`config.mk`:
```
export PLATFORM = sky130hd
export DESIGN_NAME = dma_write_sequencer_flat
export DESIGN_NICKNAME = d
export VERILOG_FILES = /design/src/rtl/dma_write_sequencer_pkg.sv /design/src/rtl/dma_write_sequencer_if.sv /design/src/rtl/dma_write_sequencer.sv /design/src/flat_wrapper.sv
export SDC_FILE = /design/constraint.sdc
export NUM_CORES = 1
export LEC_CHECK = 0
export CORE_UTILIZATION = 46
export DETAILED_ROUTE_END_ITERATION = 8
export GPL_ROUTABILITY_DRIVEN = 0
export PLACE_DENSITY = 0.82
export SYNTH_ARGS = -nofsm -noshare
export SYNTH_HDL_FRONTEND = slang
export SYNTH_SLANG_ARGS = --single-unit
export TNS_END_PERCENT = 20
```
`constraint.sdc`:
```
create_clock -name clk_in -period 2.9 [get_ports clk_in]
set_input_delay 0.58 -clock clk_in [delete_from_list [all_inputs] [get_ports clk_in]]
set_output_delay 0.58 -clock clk_in [all_outputs]
set_load 0.02 [all_outputs]
```
`src/rtl/dma_write_sequencer_pkg.sv`:
```
// Shared constants, register indices and FSM states
// for the upstream DMA write sequencer.
package dma_pkg;

    localparam int QW_PER_TLP = 16;
    localparam int DATA_OFFSET = 64;
    localparam int CNT_W = 16;
    localparam int BEAT_W = $clog2(QW_PER_TLP);
    localparam int LEN_W = 10;

    localparam logic [63:0] TOKEN = 64'hCAFEF00DC0DEFACE;

    localparam logic DMABASE_IDX = 1'b0;
    localparam logic DMACTRL_IDX = 1'b1;

    localparam logic [LEN_W-1:0] DATA_LEN_DW = LEN_W'(2 * QW_PER_TLP);
    localparam logic [LEN_W-1:0] TOKEN_LEN_DW = LEN_W'(2);

    typedef enum logic [2:0] {
        IDLE,
        DREQ,
        DBEAT,
        TREQ,
        TBEAT
    } state_t;

endpackage

```
`src/rtl/dma_write_sequencer_if.sv`:
```
// TX-path bundle between the sequencer and the
// arbiter it shares with the completion generator.
interface dma_write_sequencer_if;
    import dma_pkg::*;

    logic             tx_req;
    logic             tx_gnt;
    logic [31:0]      tx_addr;
    logic [LEN_W-1:0] tx_len_dw;
    logic [63:0]      tx_data;
    logic             tx_valid;
    logic             tx_ready;
    logic             tx_sop;
    logic             tx_eop;

    modport master (
        output tx_req, tx_addr, tx_len_dw, tx_data,
        output tx_valid, tx_sop, tx_eop,
        input  tx_gnt, tx_ready
    );

    modport slave (
        input  tx_req, tx_addr, tx_len_dw, tx_data,
        input  tx_valid, tx_sop, tx_eop,
        output tx_gnt, tx_ready
    );

endinterface

```
`src/rtl/dma_write_sequencer.sv`:
```
// Issues DMACTRL x 128-byte write TLPs from the source
// FIFO, then a completion-token write at DMABASE.
module dma_write_sequencer
    import dma_pkg::*;
(
    input  logic                  clk_in,
    input  logic                  rstn,
    input  logic                  reg_wr,
    input  logic                  reg_idx,
    input  logic [31:0]           reg_data,
    input  logic [63:0]           src_data,
    input  logic [7:0]            src_level,
    output logic                  src_rd,
    dma_write_sequencer_if.master tx,
    output logic                  busy,
    output logic [31:0]           done_cnt,
    output logic                  err_busy_wr
);

    state_t state, state_nxt;

    logic [31:0]      base_q;
    logic [31:0]      addr_q;
    logic [CNT_W-1:0] remaining_q;
    logic [BEAT_W-1:0] beat_q;

    logic start;
    logic accept;
    logic last_beat;
    logic have_data;

    assign busy = (state != IDLE);
    assign start = reg_wr && !busy
                && (reg_idx == DMACTRL_IDX)
                && (reg_data[CNT_W-1:0] != '0);
    assign accept = tx.tx_valid && tx.tx_ready;
    assign last_beat = (beat_q == BEAT_W'(QW_PER_TLP - 1));
    // Only request once a whole TLP body is buffered.
    assign have_data = (src_level >= 8'(QW_PER_TLP));

    always_ff @(posedge clk_in or negedge rstn) begin
        if (!rstn) begin
            state <= IDLE;
        end else begin
            state <= state_nxt;
        end
    end

    always_ff @(posedge clk_in or negedge rstn) begin
        if (!rstn) begin
            base_q      <= '0;
            addr_q      <= '0;
            remaining_q <= '0;
            beat_q      <= '0;
            done_cnt    <= '0;
            err_busy_wr <= 1'b0;
        end else begin
            if (reg_wr && busy) begin
                err_busy_wr <= 1'b1;
            end
            if (reg_wr && !busy && (reg_idx == DMABASE_IDX)) begin
                base_q <= {reg_data[31:3], 3'b000};
            end
            if (start) begin
                addr_q      <= base_q + 32'(DATA_OFFSET);
                remaining_q <= reg_data[CNT_W-1:0];
                beat_q      <= '0;
            end
            if ((state == DBEAT) && accept) begin
                if (last_beat) begin
                    beat_q      <= '0;
                    addr_q      <= addr_q + 32'(8 * QW_PER_TLP);
                    remaining_q <= remaining_q - CNT_W'(1);
                end else begin
                    beat_q <= beat_q + BEAT_W'(1);
                end
            end
            if ((state == TBEAT) && accept) begin
                done_cnt <= done_cnt + 32'd1;
            end
        end
    end

    always_comb begin
        state_nxt    = state;
        tx.tx_req    = 1'b0;
        tx.tx_addr   = '0;
        tx.tx_len_dw = '0;
        tx.tx_data   = '0;
        tx.tx_valid  = 1'b0;
        tx.tx_sop    = 1'b0;
        tx.tx_eop    = 1'b0;
        src_rd       = 1'b0;
        unique case (state)
            IDLE: begin
                if (start) begin
                    state_nxt = DREQ;
                end
            end
            DREQ: begin
                tx.tx_req    = have_data;
                tx.tx_addr   = addr_q;
                tx.tx_len_dw = DATA_LEN_DW;
                if (have_data && tx.tx_gnt) begin
                    state_nxt = DBEAT;
                end
            end
            DBEAT: begin
                tx.tx_valid  = 1'b1;
                tx.tx_addr   = addr_q;
                tx.tx_len_dw = DATA_LEN_DW;
                tx.tx_data   = src_data;
                tx.tx_sop    = (beat_q == '0);
                tx.tx_eop    = last_beat;
                src_rd       = tx.tx_ready;
                if (tx.tx_ready && last_beat) begin
                    if (remaining_q == CNT_W'(1)) begin
                        state_nxt = TREQ;
                    end else begin
                        state_nxt = DREQ;
                    end
                end
            end
            TREQ: begin
                tx.tx_req    = 1'b1;
                tx.tx_addr   = base_q;
                tx.tx_len_dw = TOKEN_LEN_DW;
                if (tx.tx_gnt) begin
                    state_nxt = TBEAT;
                end
            end
            TBEAT: begin
                tx.tx_valid  = 1'b1;
                tx.tx_addr   = base_q;
                tx.tx_len_dw = TOKEN_LEN_DW;
                tx.tx_data   = TOKEN;
                tx.tx_sop    = 1'b1;
                tx.tx_eop    = 1'b1;
                if (tx.tx_ready) begin
                    state_nxt = IDLE;
                end
            end
            default: begin
                state_nxt = IDLE;
            end
        endcase
    end

endmodule

```
`src/flat_wrapper.sv`:
```
// flat-port wrapper written by rule: the top's interface ports become plain ports
module dma_write_sequencer_flat import dma_pkg::*;
  (clk_in, rstn, reg_wr, reg_idx, reg_data, src_data, src_level, src_rd, busy, done_cnt, err_busy_wr, tx_tx_req, tx_tx_addr, tx_tx_len_dw, tx_tx_data, tx_tx_valid, tx_tx_sop, tx_tx_eop, tx_tx_gnt, tx_tx_ready);
  dma_write_sequencer_if tx_i ();
  input  logic clk_in;
  input  logic rstn;
  input  logic reg_wr;
  input  logic reg_idx;
  input  logic [31:0] reg_data;
  input  logic [63:0] src_data;
  input  logic [7:0] src_level;
  output logic src_rd;
  output logic busy;
  output logic [31:0] done_cnt;
  output logic err_busy_wr;
  output wire logic [$bits(tx_i.tx_req)-1:0] tx_tx_req;
  output wire logic [$bits(tx_i.tx_addr)-1:0] tx_tx_addr;
  output wire logic [$bits(tx_i.tx_len_dw)-1:0] tx_tx_len_dw;
  output wire logic [$bits(tx_i.tx_data)-1:0] tx_tx_data;
  output wire logic [$bits(tx_i.tx_valid)-1:0] tx_tx_valid;
  output wire logic [$bits(tx_i.tx_sop)-1:0] tx_tx_sop;
  output wire logic [$bits(tx_i.tx_eop)-1:0] tx_tx_eop;
  input wire logic [$bits(tx_i.tx_gnt)-1:0] tx_tx_gnt;
  input wire logic [$bits(tx_i.tx_ready)-1:0] tx_tx_ready;
  assign tx_tx_req = tx_i.tx_req;
  assign tx_tx_addr = tx_i.tx_addr;
  assign tx_tx_len_dw = tx_i.tx_len_dw;
  assign tx_tx_data = tx_i.tx_data;
  assign tx_tx_valid = tx_i.tx_valid;
  assign tx_tx_sop = tx_i.tx_sop;
  assign tx_tx_eop = tx_i.tx_eop;
  assign tx_i.tx_gnt = tx_tx_gnt;
  assign tx_i.tx_ready = tx_tx_ready;
  dma_write_sequencer u_core (.clk_in(clk_in), .rstn(rstn), .reg_wr(reg_wr), .reg_idx(reg_idx), .reg_data(reg_data), .src_data(src_data), .src_level(src_level), .src_rd(src_rd), .tx(tx_i), .busy(busy), .done_cnt(done_cnt), .err_busy_wr(err_busy_wr));
endmodule
```
==> impl_metrics.yaml <==
routing:
  ant_nets: 0
  first_pass_iters: 7
  routed_wl_um: 21600
  vias_per_cell: 5.80
  wl_per_cell_um: 17.7
  drt-initial-drc-count: 599
  drc_errors: 0
  dr_total_vias: 7043
floorplan:
  design.core.area_um2: 15200
  die_w_um: 127
  die_area_um2: 16100
  start_util: 0.471
  ioPinCount: 255
  rows: 45
  fp.dieH_um: 127
grt:
  antenna_found_initial: 0
  grt_pass1_vias: 6775
  grt_usage: 0.276
  grt_start_max_net_pins: 68
  grt_pass1_wl_um: 34700
  globalRouteOverflowTotal: 0
finish:
  area_growth_pct: 45.6
  nNetsFinal: 1131
  n_antenna_cell: 0
  drive_gt1_frac: 0.118
  fin_cells: 1215
  n_fill_cell: 1202
  final_area_um2: 10400
timing:
  fin_skew_ps: 9.24
  max_slew_margin: 0.387
  setup_viol: 0
  rsz0062_at_grt: "true"
  drv_slew: 0
  setup_tns_ps: 0
  worst_pin_slew_ps: 912
  holdWs_ps: 459
  hold_viol: 0
  period_needed_ps: 2850
  post-route-period-util: 0.984
  fmax_mhz: 351
placement:
  dp_hpwl_um: 15100
  port_buffers: 242
  placed_area_um2: 9910
  placedCellCount: 1180
logic_synthesis:
  ys_seq_elements: 117
  synth.top_cell.area_share: 0.409
  synthTopCellsByArea: "dfrtp_1 41%, mux2_2 4.9%, xnor2_1 4.5%, a21o_1 4.3%, a22o_1 3.5%"
  synth_edf_count: 0
  netlist_area_um2: 7160
  async_flop_share: 1.00
  synthFlopType: "dfrtp_1"
  yosys_warnings: 0
  synth_top_cell_by_area: "dfrtp_1"
  avgSynthCellArea_um2: 9.30
  yosysUniqueCellTypes: 61
  ys_seq_area_frac: 0.409
  synthCells: 770
hold_path:
  holdPathEnd: "u_core.err_busy_wr"
  hold_depth: 1
  hp-class: "reg -> reg"
  hold_start: "u_core.err_busy_wr"
power:
  vdd_drop_max_mv: 0.517
  power_leakage_nw: 4.86
  finalPower_mw: 9.34
  power.density_nw_per_um2: 896
critical_path:
  critPathTopFamily: "buffers and inverters"
  cp_slowest_stage_delay_ps: 610
  arrival_ps: 2270
  path_max_fanout: 39
  rr_endpoint: "u_core.addr_q[20]"
  end_kind: "primary output"
  required_ps: 2320
  slowest_stage: "clkdlybuf4s50_1"
  rr_worst_depth: 7
  cp_cell_sequence: "buf_4, nor3b_4, buf_12, a31o_2, clkdlybuf4s50_1"
  start_kind: "flip-flop"
  worst-setup-path-type: "reg -> out"
  rrSetupSlack_ps: 440
  rr_startpoint: "u_core.state[2]"
  path_buf_inv: 3
cts:
  path_clk_slew_ps: 60
  cts_tree: "built"
  clk_path_buf_depth: 2
  cts_max_level: 4
  clk_latency_ps: 430
  clock_sinks: 117
  numCtsBuffers: 17
  clk_root_buffer_cell: "clkbuf_16"
flow_run:
  maxCapViolations: 0
outcome:
  status: "completed"
metrics by stage:
stage,utilization,setup slack [ps]
after global routing,0.686,-66.4
after CTS,0.683,-76.6
after floorplan,-,492
after global placement,0.652,-116
final,0.686,47.2
after detailed placement,0.652,-112
worst max path at each step:
stage	to	cells after the start	startpoint	slack [ps]
after detailed placement	tx_tx_req	5	src_level[6]	-110
after floorplan	tx_tx_addr[16]	5	u_core.state[1]	490
after global placement	tx_tx_req	5	src_level[6]	-120
after CTS	tx_tx_sop	5	u_core.state[0]	-80
after global routing	tx_tx_sop	5	u_core.state[1]	-70
final	tx_tx_sop	5	u_core.state[1]	50
cell families after synthesis:
group	count (synthesis)	synth area share
fa+ha+maj	7	0.0122
buf+inv	87	0.0536
xor+xnor	49	0.0599
other cells	1	0.000524
simple gates	288	0.221
mux	33	0.0515
compound gates	188	0.192
flops	117	0.409
layer usage:
layer,vias up,part of all wire,GRT usage
met5,-,0,0
li1,3300,-,-
met1,3398,0.43,0.366
met2,300,0.47,0.439
met4,0,0.020,0.113
met3,45,0.073,0.0607
sequential cells by signal (all words and copies together), names as in the netlist:
name / count
u_core.state: 3
u_core.base_q: 29
u_core.err_busy_wr: 1
u_core.done_cnt: 32
u_core.addr_q: 32
u_core.beat_q: 4
u_core.remaining_q: 16
worst reg2reg max path, cell delays in order, from the launching register on:
cell	delay (ps)
dfrtp_1	490
buf_4	210
nor3_1	290
and3_1	250
and2_1	400
buf_12	240
o21ai_0	130
a211o_1	320
area by class of cell:
type | instances | area, um2 | share of cell area
tap | 188 | 235 | 0.0226
sequential | 117 | 2930 | 0.281
multi-input combinational | 573 | 3900 | 0.375
inverter | 25 | 93.8 | 0.00900
clock inverter | 15 | 134 | 0.0128
clock buffer | 17 | 425 | 0.0408
timing repair buffer | 280 | 2700 | 0.259
synthesized netlist by cell type, types with 3 or more instances:
cell type / n
a21o_1: 41
o221a_2: 7
buf_2: 15
or3_1: 7
a21oi_1: 27
o21ai_0: 28
o211ai_1: 3
nand2_1: 51
mux2_2: 31
nor3b_1: 5
and4_1: 5
a31oi_1: 3
nand3_1: 38
xor2_1: 12
inv_1: 24
a31o_2: 3
and2_1: 39
o311ai_0: 4
dfrtp_1: 117
nor3_1: 34
buf_4: 8
nand4_1: 26
a211oi_1: 12
a211o_1: 4
nor4_1: 17
buf_1: 6
xnor2_1: 37
clkbuf_1: 31
and3_1: 17
ha_1: 7
nor2_1: 32
a22o_1: 29
nand2b_1: 3
a311oi_1: 6
a311o_1: 3
o32ai_1: 3
cell usage in the layout, fill, tap and decap left out, drive strengths merged, types with 4 or more instances in the layout:
cell,n
a211o,4
a211oi,12
a21o,41
a21oi,27
a22o,29
a311oi,6
and2,39
and3,17
and4,5
buf,38
clkbuf,17
clkdlybuf4s50,159
clkinv,7
clkinvlp,6
conb,8
dfrtp,117
dlygate4sd2,78
ha,7
inv,26
mux2,31
nand2,51
nand3,38
nand4,29
nor2,32
nor3,34
nor3b,5
nor4,18
o21ai,28
o221a,8
o311ai,4
or3,7
xnor2,37
xor2,12
where the power goes:
| part | internal (mW) | switching, mW | total [mW] |
|---|---|---|---|
| sequential | 2.19 | 0.785 | 2.98 |
| combinational | 2.06 | 2.33 | 4.39 |
| clock | 1.18 | 0.795 | 1.97 |
timing repair:
action / CTS / global route
endpoints found under the hold margin: 4 / 0
resized for setup: 82 / 8
buffers inserted: 0 / 2
hold buffers: 1 / 0
setup endpoints to repair: 85 / 7
pin swaps: 0 / 1
Note: power is estimated with default switching activity, not from simulation.
==> variant: new RTL, same flow settings <==
Change the package constant `CNT_W` from 16 to 18.
--- a/src/rtl/dma_write_sequencer_pkg.sv
+++ b/src/rtl/dma_write_sequencer_pkg.sv
@@ -4,7 +4,7 @@
 
     localparam int QW_PER_TLP = 16;
     localparam int DATA_OFFSET = 64;
-    localparam int CNT_W = 16;
+    localparam int CNT_W = 18;
     localparam int BEAT_W = $clog2(QW_PER_TLP);
     localparam int LEN_W = 10;
 
Function: changed (Yosys sat finds a counterexample within 4 cycles, from zero or initial values and one cycle with rstn low).
==> variant against the original RTL <==
- worst setup slack better by 0.032 ns
- highest routed layer unchanged
- first-iteration DRC count down 1.3%
- wire length up 6.7%
- final area up 2.5%
- sequential cell count up 2
- clock power up 6%
- area after synthesis up 1.8%
- power up 9.5%
- register-to-register slack worse by 0.16 ns
- critical path type unchanged
- synthesized cell count up 7.3%
==> variant: results (changes against the original RTL) <==
* Outcome: completed
* Leak Pwr at 4.693 nW (-3.5%)
* Share of post-route cells with drive strength above 1 at 10.32% (-1.5 points)
* Reg2Reg Depth at 7 (unchanged)
* Register area share after synthesis at 40.85% (about the same)
* Clk_lat worst skew at 0.41 ns (-0.02 ns)
* M2 GR Usage at 43.89% (about the same)
* Hold slack at 0.2359 ns (-0.2228 ns)
* Final Net Count at 1180 (+4.3%)
* Largest net degree at the start of global routing at 59 (-13%)
* Root buf cell: clkbuf_16
* Antenna Nets Post-Route at 0 (unchanged)
* Max Cap Viol at 0 (unchanged)
* CTS H-tree lvls at 4 (unchanged)
* Largest registers: u_core.addr_q: 32 flops, u_core.done_cnt: 32 flops, u_core.base_q: 29 flops
* Vias at 7418 (+5.3%)
* Clk buf depth at 2 (unchanged)
* WP data arrival at 2.24 ns (-0.03 ns)
* GR Util met3 at 5.259% (-0.81 points)
* Antenna Cells at 0 (unchanged)
* Via-per-instance ratio at 5.764 (-0.57%)
* Synth area leaders: dfrtp_1 41%, nand2_1 7.3%, mux2_2 4.6%, xnor2_1 4.6%, a22o_1 3.5%
* Distinct cell type count after synthesis at 60 (-1.6%)
* Inst Count DP at 1254 (+6.3%)
* HPWL after DPL at 16090 um (+6.4%)
* Asr flop ratio synth at 100.0% (unchanged)
* Clock transition at path regs at 0.05 ns
* Grt met1 use at 37.82% (+1.2 points)
* Clock buffer count from CTS at 17 (unchanged)
* DRT Wirelength at 23000 um (+6.7%)
* Clk_skew at 0.01325 ns (+0.004011 ns)
* DRC errors left at 0 (unchanged)
* Syn. warnings at 0 (unchanged)
* Iter 0 DRT Violations at 591 (-1.3%)
* Internal reg-to-reg setup slack at 0.28 ns (-0.16 ns)
* Crit path max fanout at 33 (-15%)
* DRT Pass-1 Iters at 6 (-1)
* Syn Inst Count at 826 (+7.3%)
* Initial antenna violation count at 0 (unchanged)
* Synth cell count leaders: 142 x nand2_1, 119 x dfrtp_1, 50 x nor2_1
* Worst rel slew slack at 48.49% (+9.8 points)
* First-pass GRT wire length at 35520 um (+2.3%)
* Worst R2R Start: u_core.state[1]
* Number of global-route vias before repair at 6900 (+1.8%)
* Worst reg2reg path endpoint: u_core.remaining_q[7]
* IO Port Bufs at 242 (unchanged)
* HP Class: in2async
* Total track usage at 27.55% (-0.075 points)
* EDFF count, synth at 0 (unchanged)
* Max IR drop VDD at 0.5385 mV (+4.2%)
variant: changes by cell type in the layout (fill, tap and decap cells not counted), sizes merged, moves of 8 or more:
cell	before	now
nand4	29	21
buf	38	30
dlymetal6s2s	2	21
dlygate4sd2	78	0
nor2	32	50
o31ai	2	13
nor3	34	24
a21oi	27	8
clkdlybuf4s50	159	220
a21o	41	3
a31oi	3	30
nand3	38	48
nand2	51	142
variant: worst max-delay path by stage:
stage / start / end / depth (start not counted)
finish: u_core.state[0] / tx_tx_addr[1] / 5
global route: u_core.state[0] / tx_tx_sop / 5
CTS: u_core.state[1] / tx_tx_sop / 5
global placement: reg_data[3] / u_core.addr_q[24] / 6
floorplan: u_core.state[1] / tx_tx_addr[10] / 5
detailed placement: reg_data[7] / u_core.addr_q[13] / 7
variant: critical path, stage by stage, from the launching register on:
cell             delay (ns)
dfrtp_2                0.51
xnor2_1                0.17
nor2_2                 0.15
buf_12                 0.22
and2_1                 0.17
clkdlybuf4s50_1        0.61
variant: cell type report:
| class | instances | area [sq um] |
|---|---|---|
| Tap cell | 211 | 264.0 |
| Clock inverter | 8 | 95.09 |
| Sequential cell | 119 | 2982 |
| Multi-Input combinational cell | 633 | 4003 |
| Inverter | 21 | 78.83 |
| Timing Repair Buffer | 271 | 2773 |
| Fill cell | 1182 | 4628 |
| Clock buffer | 24 | 491.7 |
variant: through the flow:
step	setup TNS (ns)	worst slack, ns	cell area (sq um)
floorplan	0	0.5525	7316
global placement	0	0.1723	10030
detailed placement	0	0.1407	10030
CTS	0	0.002701	10620
global route	-0.01460	-0.01460	10690
finish	0	0.07944	10690
variant: kinds of logic after synthesis:
kind of cell	Yosys count	share of synthesized area (%)
adder cells (fa/ha/maj)	7	1.201
AND/OR/NAND/NOR	376	26.14
XOR/XNOR	54	6.488
buffers and inverters	81	4.857
multiplexers	30	4.634
AO/OA/AOI/OAI	158	15.77
flip-flops	119	40.85
other	1	0.05144
variant: routing by layer:
layer,wire (um),vias to the layer above
met5,0,-
met4,390,0
met3,1858,38
met2,11050,370
met1,9695,3572
li1,-,3438
variant: repair_timing:
action / 4_1_cts / 5_1_grt
hold buffers: 0 / 0
resized for setup: 3 / 23
setup endpoints to repair: 81 / 50
hold endpoints to repair: 0 / 0
setup buffers: 0 / 1
variant: where the power goes:
group / switching (W) / internal [W] / leakage (nW)
combinational: 0.00261 / 0.00247 / 2.93
sequential: 0.000826 / 0.00223 / 1.48
clock: 0.000728 / 0.00135 / 0.286
